==> src/rtl/vending_coin_arbiter.sv <==
// vending_coin_arbiter: shares one vending_machine_mealy among N_REQ coin slots.
// Round-robin grant, one owner per purchase, mirrored credit for completion and cross-check.
//
// Ports:
//   clk, rstn          clock, synchronous active-low reset
//   req, coin_in       per-slot coin valid and 2-bit coin slices
//   ready              per-slot accept (combinational)
//   coin               registered coin to the machine
//   m_sell, m_change   machine Mealy results
//   done, change_o     purchase-complete pulse to the owner, with change
//   busy, owner        ownership status
//   illegal            pulse when an 11 coin is accepted and dropped
//   mismatch           sticky disagreement between machine and mirror
module vending_coin_arbiter #(
    parameter  int N_REQ = 4,
    parameter  int PRICE = 3,
    localparam int OW    = $clog2(N_REQ)
) (
    input  logic               clk,
    input  logic               rstn,
    input  logic [N_REQ-1:0]   req,
    input  logic [2*N_REQ-1:0] coin_in,
    output logic [N_REQ-1:0]   ready,
    output logic [1:0]         coin,
    input  logic               m_sell,
    input  logic [1:0]         m_change,
    output logic [N_REQ-1:0]   done,
    output logic [1:0]         change_o,
    output logic               busy,
    output logic [OW-1:0]      owner,
    output logic               illegal,
    output logic               mismatch
);

    localparam int CW = $clog2(PRICE + 2);
    localparam int JW = OW + 1;

    localparam logic [1:0] IDLE   = 2'd0;
    localparam logic [1:0] OWN    = 2'd1;
    localparam logic [1:0] SETTLE = 2'd2;

    logic [1:0]       state;
    logic [CW-1:0]    credit;
    logic [1:0]       exp_change;
    logic [OW-1:0]    rr_ptr;

    logic [N_REQ-1:0] valid;
    logic             gnt_found;
    logic [OW-1:0]    gnt_idx;
    logic [JW-1:0]    j;
    logic [OW-1:0]    sel;
    logic [1:0]       sel_coin;
    logic             hs;
    logic [CW-1:0]    coin_val;
    logic [CW-1:0]    sum;

    // A 00 slice is not a request at all.
    always_comb begin
        valid = '0;
        for (int i = 0; i < N_REQ; i++) begin
            valid[i] = req[i] & (coin_in[2*i +: 2] != 2'b00);
        end
    end

    // Round-robin search starting at rr_ptr, wrapping past N_REQ-1.
    always_comb begin
        gnt_found = 1'b0;
        gnt_idx   = '0;
        j         = '0;
        for (int k = 0; k < N_REQ; k++) begin
            j = {1'b0, rr_ptr} + JW'(k);
            if (j >= JW'(N_REQ)) begin
                j = j - JW'(N_REQ);
            end
            if (!gnt_found && valid[j[OW-1:0]]) begin
                gnt_found = 1'b1;
                gnt_idx   = j[OW-1:0];
            end
        end
    end

    assign sel      = (state == IDLE) ? gnt_idx : owner;
    assign sel_coin = coin_in[{sel, 1'b0} +: 2];
    assign busy     = (state != IDLE);

    always_comb begin
        ready = '0;
        hs    = 1'b0;
        unique case (1'b1)
            (state == IDLE): begin
                ready[gnt_idx] = gnt_found;
                hs             = gnt_found;
            end
            (state == OWN): begin
                ready[owner] = 1'b1;
                hs           = valid[owner];
            end
            default: ;
        endcase
    end

    always_comb begin
        coin_val = '0;
        unique case (1'b1)
            (sel_coin == 2'b01): coin_val = CW'(1);
            (sel_coin == 2'b10): coin_val = CW'(2);
            default:             coin_val = '0;
        endcase
        sum = credit + coin_val;
    end

    always_ff @(posedge clk) begin
        if (!rstn) begin
            state      <= IDLE;
            credit     <= '0;
            exp_change <= 2'b00;
            rr_ptr     <= '0;
            owner      <= '0;
            coin       <= 2'b00;
            done       <= '0;
            change_o   <= 2'b00;
            illegal    <= 1'b0;
            mismatch   <= 1'b0;
        end else begin
            coin     <= 2'b00;
            done     <= '0;
            change_o <= 2'b00;
            illegal  <= 1'b0;

            // Machine must sell exactly in SETTLE, with the mirrored change.
            if (state == SETTLE) begin
                if (!m_sell || (m_change != exp_change)) begin
                    mismatch <= 1'b1;
                end
            end else if (m_sell || (m_change != 2'b00)) begin
                mismatch <= 1'b1;
            end

            if (state == SETTLE) begin
                done[owner] <= 1'b1;
                change_o    <= exp_change;
                rr_ptr      <= (owner == OW'(N_REQ - 1)) ? '0 : owner + 1'b1;
                owner       <= '0;
                state       <= IDLE;
            end else if (hs) begin
                if (state == IDLE) begin
                    owner <= gnt_idx;
                    state <= OWN;
                end
                // A first coin can finish the purchase, overriding OWN.
                if (sel_coin == 2'b11) begin
                    illegal <= 1'b1;
                end else begin
                    coin <= sel_coin;
                    if (sum < CW'(PRICE)) begin
                        credit <= sum;
                    end else begin
                        exp_change <= 2'(sum - CW'(PRICE));
                        credit     <= '0;
                        state      <= SETTLE;
                    end
                end
            end
        end
    end

endmodule

==> config.mk <==
export PLATFORM = sky130hd
export DESIGN_NAME = vending_coin_arbiter
export DESIGN_NICKNAME = d
export VERILOG_FILES = /design/src/rtl/vending_coin_arbiter.sv
export SDC_FILE = /design/constraint.sdc
export NUM_CORES = 1
export LEC_CHECK = 0
export CAP_MARGIN = 10
export CORE_UTILIZATION = 35
export CTS_CLUSTER_DIAMETER = 50
export DETAILED_ROUTE_END_ITERATION = 10
export HOLD_SLACK_MARGIN = 0.06
export PLACE_DENSITY = 0.67
export SLEW_MARGIN = 20
export SYNTH_ARGS = -nofsm -noshare
export SYNTH_HDL_FRONTEND = slang
export SYNTH_SLANG_ARGS = --single-unit
export TNS_END_PERCENT = 5
==> constraint.sdc <==
create_clock -name clk -period 4.9 [get_ports clk]
set_input_delay 0.735 -clock clk [delete_from_list [all_inputs] [get_ports clk]]
set_output_delay 0.735 -clock clk [all_outputs]
set_load 0.03 [all_outputs]
==> summary.txt, run 1 <==
Status
  • Status: finished, final reports clean

Layout
  • Final Non-Filler Cells: 237
  • Final Instance Area: 1743 um^2
  • Fillers: 340
  • Synth-to-Final Area Change: 31.04%
  • Most common cell after layout, fill and taps aside: clkdlybuf4s50_1
  • Share of cells above drive strength 1: 0.1058
  • Highest-count cells in the layout ignoring fill and taps: 33 x clkdlybuf4s50_1, 21 x dfxtp_1, 17 x nor2_1, 14 x nand2_1, 12 x a21oi_1
  • Antenna diodes: 0
  • Final net count: 213
  • Register area: 420.4 um^2
  • Final core occ: 0.4761
  • Area of the multi-input gates: 844.6 um^2

Critical path
  • Most used cell, CP: inv_1
  • Kind of end point of the critical path: flop
  • WS Path Type: in -> reg
  • CP bufs+invs: 3
  • Crit path cell chain: clkdlybuf4s50_1, o21ai_2, o22ai_1, a211o_1, mux2_4, mux2i_1, mux2_2, nor2b_1, ha_1, inv_1, fa_1, inv_1, a21oi_1, nor2_1, nand3_2, a221oi_2
  • Critical path peak fanout: 5
  • Startpoint types: input pin
  • CP top delay family: compound AO/OA/AOI/OAI gates
  • Critical Path AT: 4370 ps
  • Crit-path slowest cell: clkdlybuf4s50_1
  • Critical Path RT: 5070 ps
  • Critical path's largest stage delay: 480 ps

Clock tree
  • Clk Latency, worst-skew pair: 260 ps
  • Clk buf depth: 2
  • H-tree depth: 1
  • Hold bufs inserted after CTS: 0
  • Resized cells post-CTS: 0
  • Sink Count: 21
  • CTS clock-pin slew for the worst setup and hold paths: 70 ps
  • Root buffer cell: clkbuf_8
  • Setup Buffers After CTS: 0
  • CTS buffer count: 3
  • CTS tree: yes

Placed design
  • # port buffers: 33
  • Pre-CTS setup slack: 452.2 ps
  • Placed Area: 1697 um^2
  • HPWL Detailed: 2408 um
  • Routability cong.: 0.8360
  • Dpl cells: 233

Routing
  • Routed length per placed instance: 12.80 um
  • Final WL: 3034 um
  • Avg Vias per Cell: 5.211
  • DRC: 0
  • Iter 0 DRT Violations: 42
  • DRT Pass-1 Iters: 4
  • Routed Antenna Nets: 0
  • Via count: 1,235

GRT
  • Initial antenna violation count: 0
  • Gr ovfl total: 0
  • Vias in the first global route: 1,206
  • Global-route wire length before repair: 5354 um
  • Total track usage: 0.1660
  • Pin count of the biggest net entering global routing: 15

Power
  • Logic pwr share: 0.585
  • Sw Share: 0.4375
  • Clock power frac: 0.131
  • Peak VDD IR: 0.2443 mV
  • Pwr per Cell Area: 482.9 nW/um^2
  • Pleak: 0.6911 nW
  • Flop pwr share: 0.284
  • Power, Total: 841.6 uW
  • Sw Pwr: 368.2 uW
  • Pint: 473.4 uW

Logic synthesis
  • Yosys reg bits: 21
  • Most used DFF post-synth: dfxtp_1
  • Syn. warnings: 0
  • Simple-Gate Fraction of Synth Area: 0.2173
  • Syn_area_per_cell: 8.526 um^2
  • Compound-cell area share of the yosys netlist: 0.2352
  • Post-synthesis mux area share: 0.1072
  • Gate Count Post-Synth: 156
  • Post-synthesis sequential area ratio: 0.3161
  • Ys async rst share: 0
  • Largest family of logic cells by synthesized area: compound AO/OA/AOI/OAI gates
  • EDFF count, synth: 0
  • Synth Area in XOR/XNOR: 0.01317
  • Netlist cell types: 44
  • Post-Syn Area: 1330 um^2
  • Syn nets: 179
  • Area share of fa/ha/maj cells after synthesis: 0.06209

STA
  • Pin slew with the least headroom to its limit: 640.2 ps
  • Fin. max-slew vios: 0
  • Setup Viol. Count Final: 0
  • RSZ-0062 raised after global routing: false
  • Fin crit share: 0.8557
  • Fin Setup TNS: 0 ps
  • Final hold violations: 0
  • Fmax: 238.5 MHz
  • Final min period: 4193 ps
  • Final clock skew: 6.376 ps
  • Final worst slack: 707.0 ps
  • Hold Worst Slack: 444.4 ps
  • Slew HR: 0.5706

Floorplanning
  • Core area: 3661 um^2
  • FP Rows: 22
  • Ports: 34
  • Die extent in y: 63.65 um
  • Die W: 63.65 um
  • Die Area: 4051 um^2
  • Initial core utilization: 0.3633

Flow run
  • Maxcap violations: 0

Worst hold path
  • Hold Path Class: reg -> reg
[synthesized netlist by cell type (2+ instances only)]
library cell / instances / share of area
inv_1: 11 / 0.031
o21a_1: 2 / 0.011
o32ai_2: 2 / 0.024
dfxtp_1: 21 / 0.32
a211oi_1: 3 / 0.017
mux2_2: 2 / 0.017
a31o_2: 2 / 0.013
nor3_1: 7 / 0.026
nand3_1: 5 / 0.019
a21oi_1: 12 / 0.045
ha_1: 5 / 0.047
a221oi_2: 2 / 0.023
nor2b_1: 3 / 0.014
o21ai_0: 3 / 0.011
mux2i_1: 6 / 0.045
nand2b_1: 2 / 0.0094
nor2_1: 17 / 0.048
and2_1: 2 / 0.0094
nor3b_1: 2 / 0.011
a31oi_1: 2 / 0.0094
o21ai_2: 2 / 0.013
and3_1: 5 / 0.024
nand2_1: 14 / 0.040
o22ai_1: 3 / 0.014
xnor2_1: 2 / 0.013
[worst register-to-register path: cells and delay by family (launching register included)]
kind            cells  cell delay (ps)
compound gates      4              820
simple gates        4              630
mux                 3              770
buf+inv             2              150
flops               1              470
fa+ha+maj           2              590
[final cells by class]
class                      instances  area share
multi-input combinational        120      0.4846
sequential                        21      0.2412
timing repair buffer              33      0.1895
tap                               48     0.03446
clock buffer                       3     0.02369
inverter                          11     0.02369
clock inverter                     1    0.002872
[registers in the layout, indices dropped and copies added, names as in the netlist]
signal	flops
state	2
coin	2
exp_change	2
illegal	1
done	4
rr_ptr	2
credit	3
owner	2
mismatch	1
change_o	2
[per-layer routing]
metal / up-vias / wire length, um / track usage
li1: 626 / - / -
met1: 572 / 1415 / 0.2099
met2: 35 / 1454 / 0.2753
met5: - / 0 / 0
met4: 0 / 10 / 0.03409
met3: 2 / 154 / 0.05072
[power groups by stage]
stage          sequential, mW  combinational (mW)  clock (mW)
2_1_floorplan           0.247               0.368           0
3_3_place_gp            0.243               0.483           0
3_5_place_dp            0.242               0.492           0
4_1_cts                 0.239               0.494       0.116
5_1_grt                 0.246               0.539       0.124
6_report                0.239               0.492       0.110
[kinds of logic after synthesis]
family	after synthesis
multiplexers	11
AND/OR/NAND/NOR	60
buffers and inverters	15
AO/OA/AOI/OAI	41
flip-flops	21
XOR/XNOR	2
adder cells (fa/ha/maj)	6
[path summary, 6_finish.rpt]
path	startpoint	endpoint	slack (ps)	cells after the start
worst max register to register	rr_ptr[1]	exp_change[0]	1390	15
worst min register to register	credit[2]	credit[2]	440	2
worst min-delay path	credit[2]	credit[2]	440	2
worst max-delay path	coin_in[5]	exp_change[0]	710	16
Power figures use the tool's default switching activity.
==> run 2, diff against run 1 <==
--- a/config.mk
+++ b/config.mk
@@ -7,7 +7,6 @@
 export LEC_CHECK = 0
 export CAP_MARGIN = 10
 export CORE_UTILIZATION = 35
-export CTS_CLUSTER_DIAMETER = 50
 export DETAILED_ROUTE_END_ITERATION = 10
 export HOLD_SLACK_MARGIN = 0.06
 export PLACE_DENSITY = 0.67
==> results of run 2 <==
The final DEF is identical to that of run 1; final timing and power are the same.
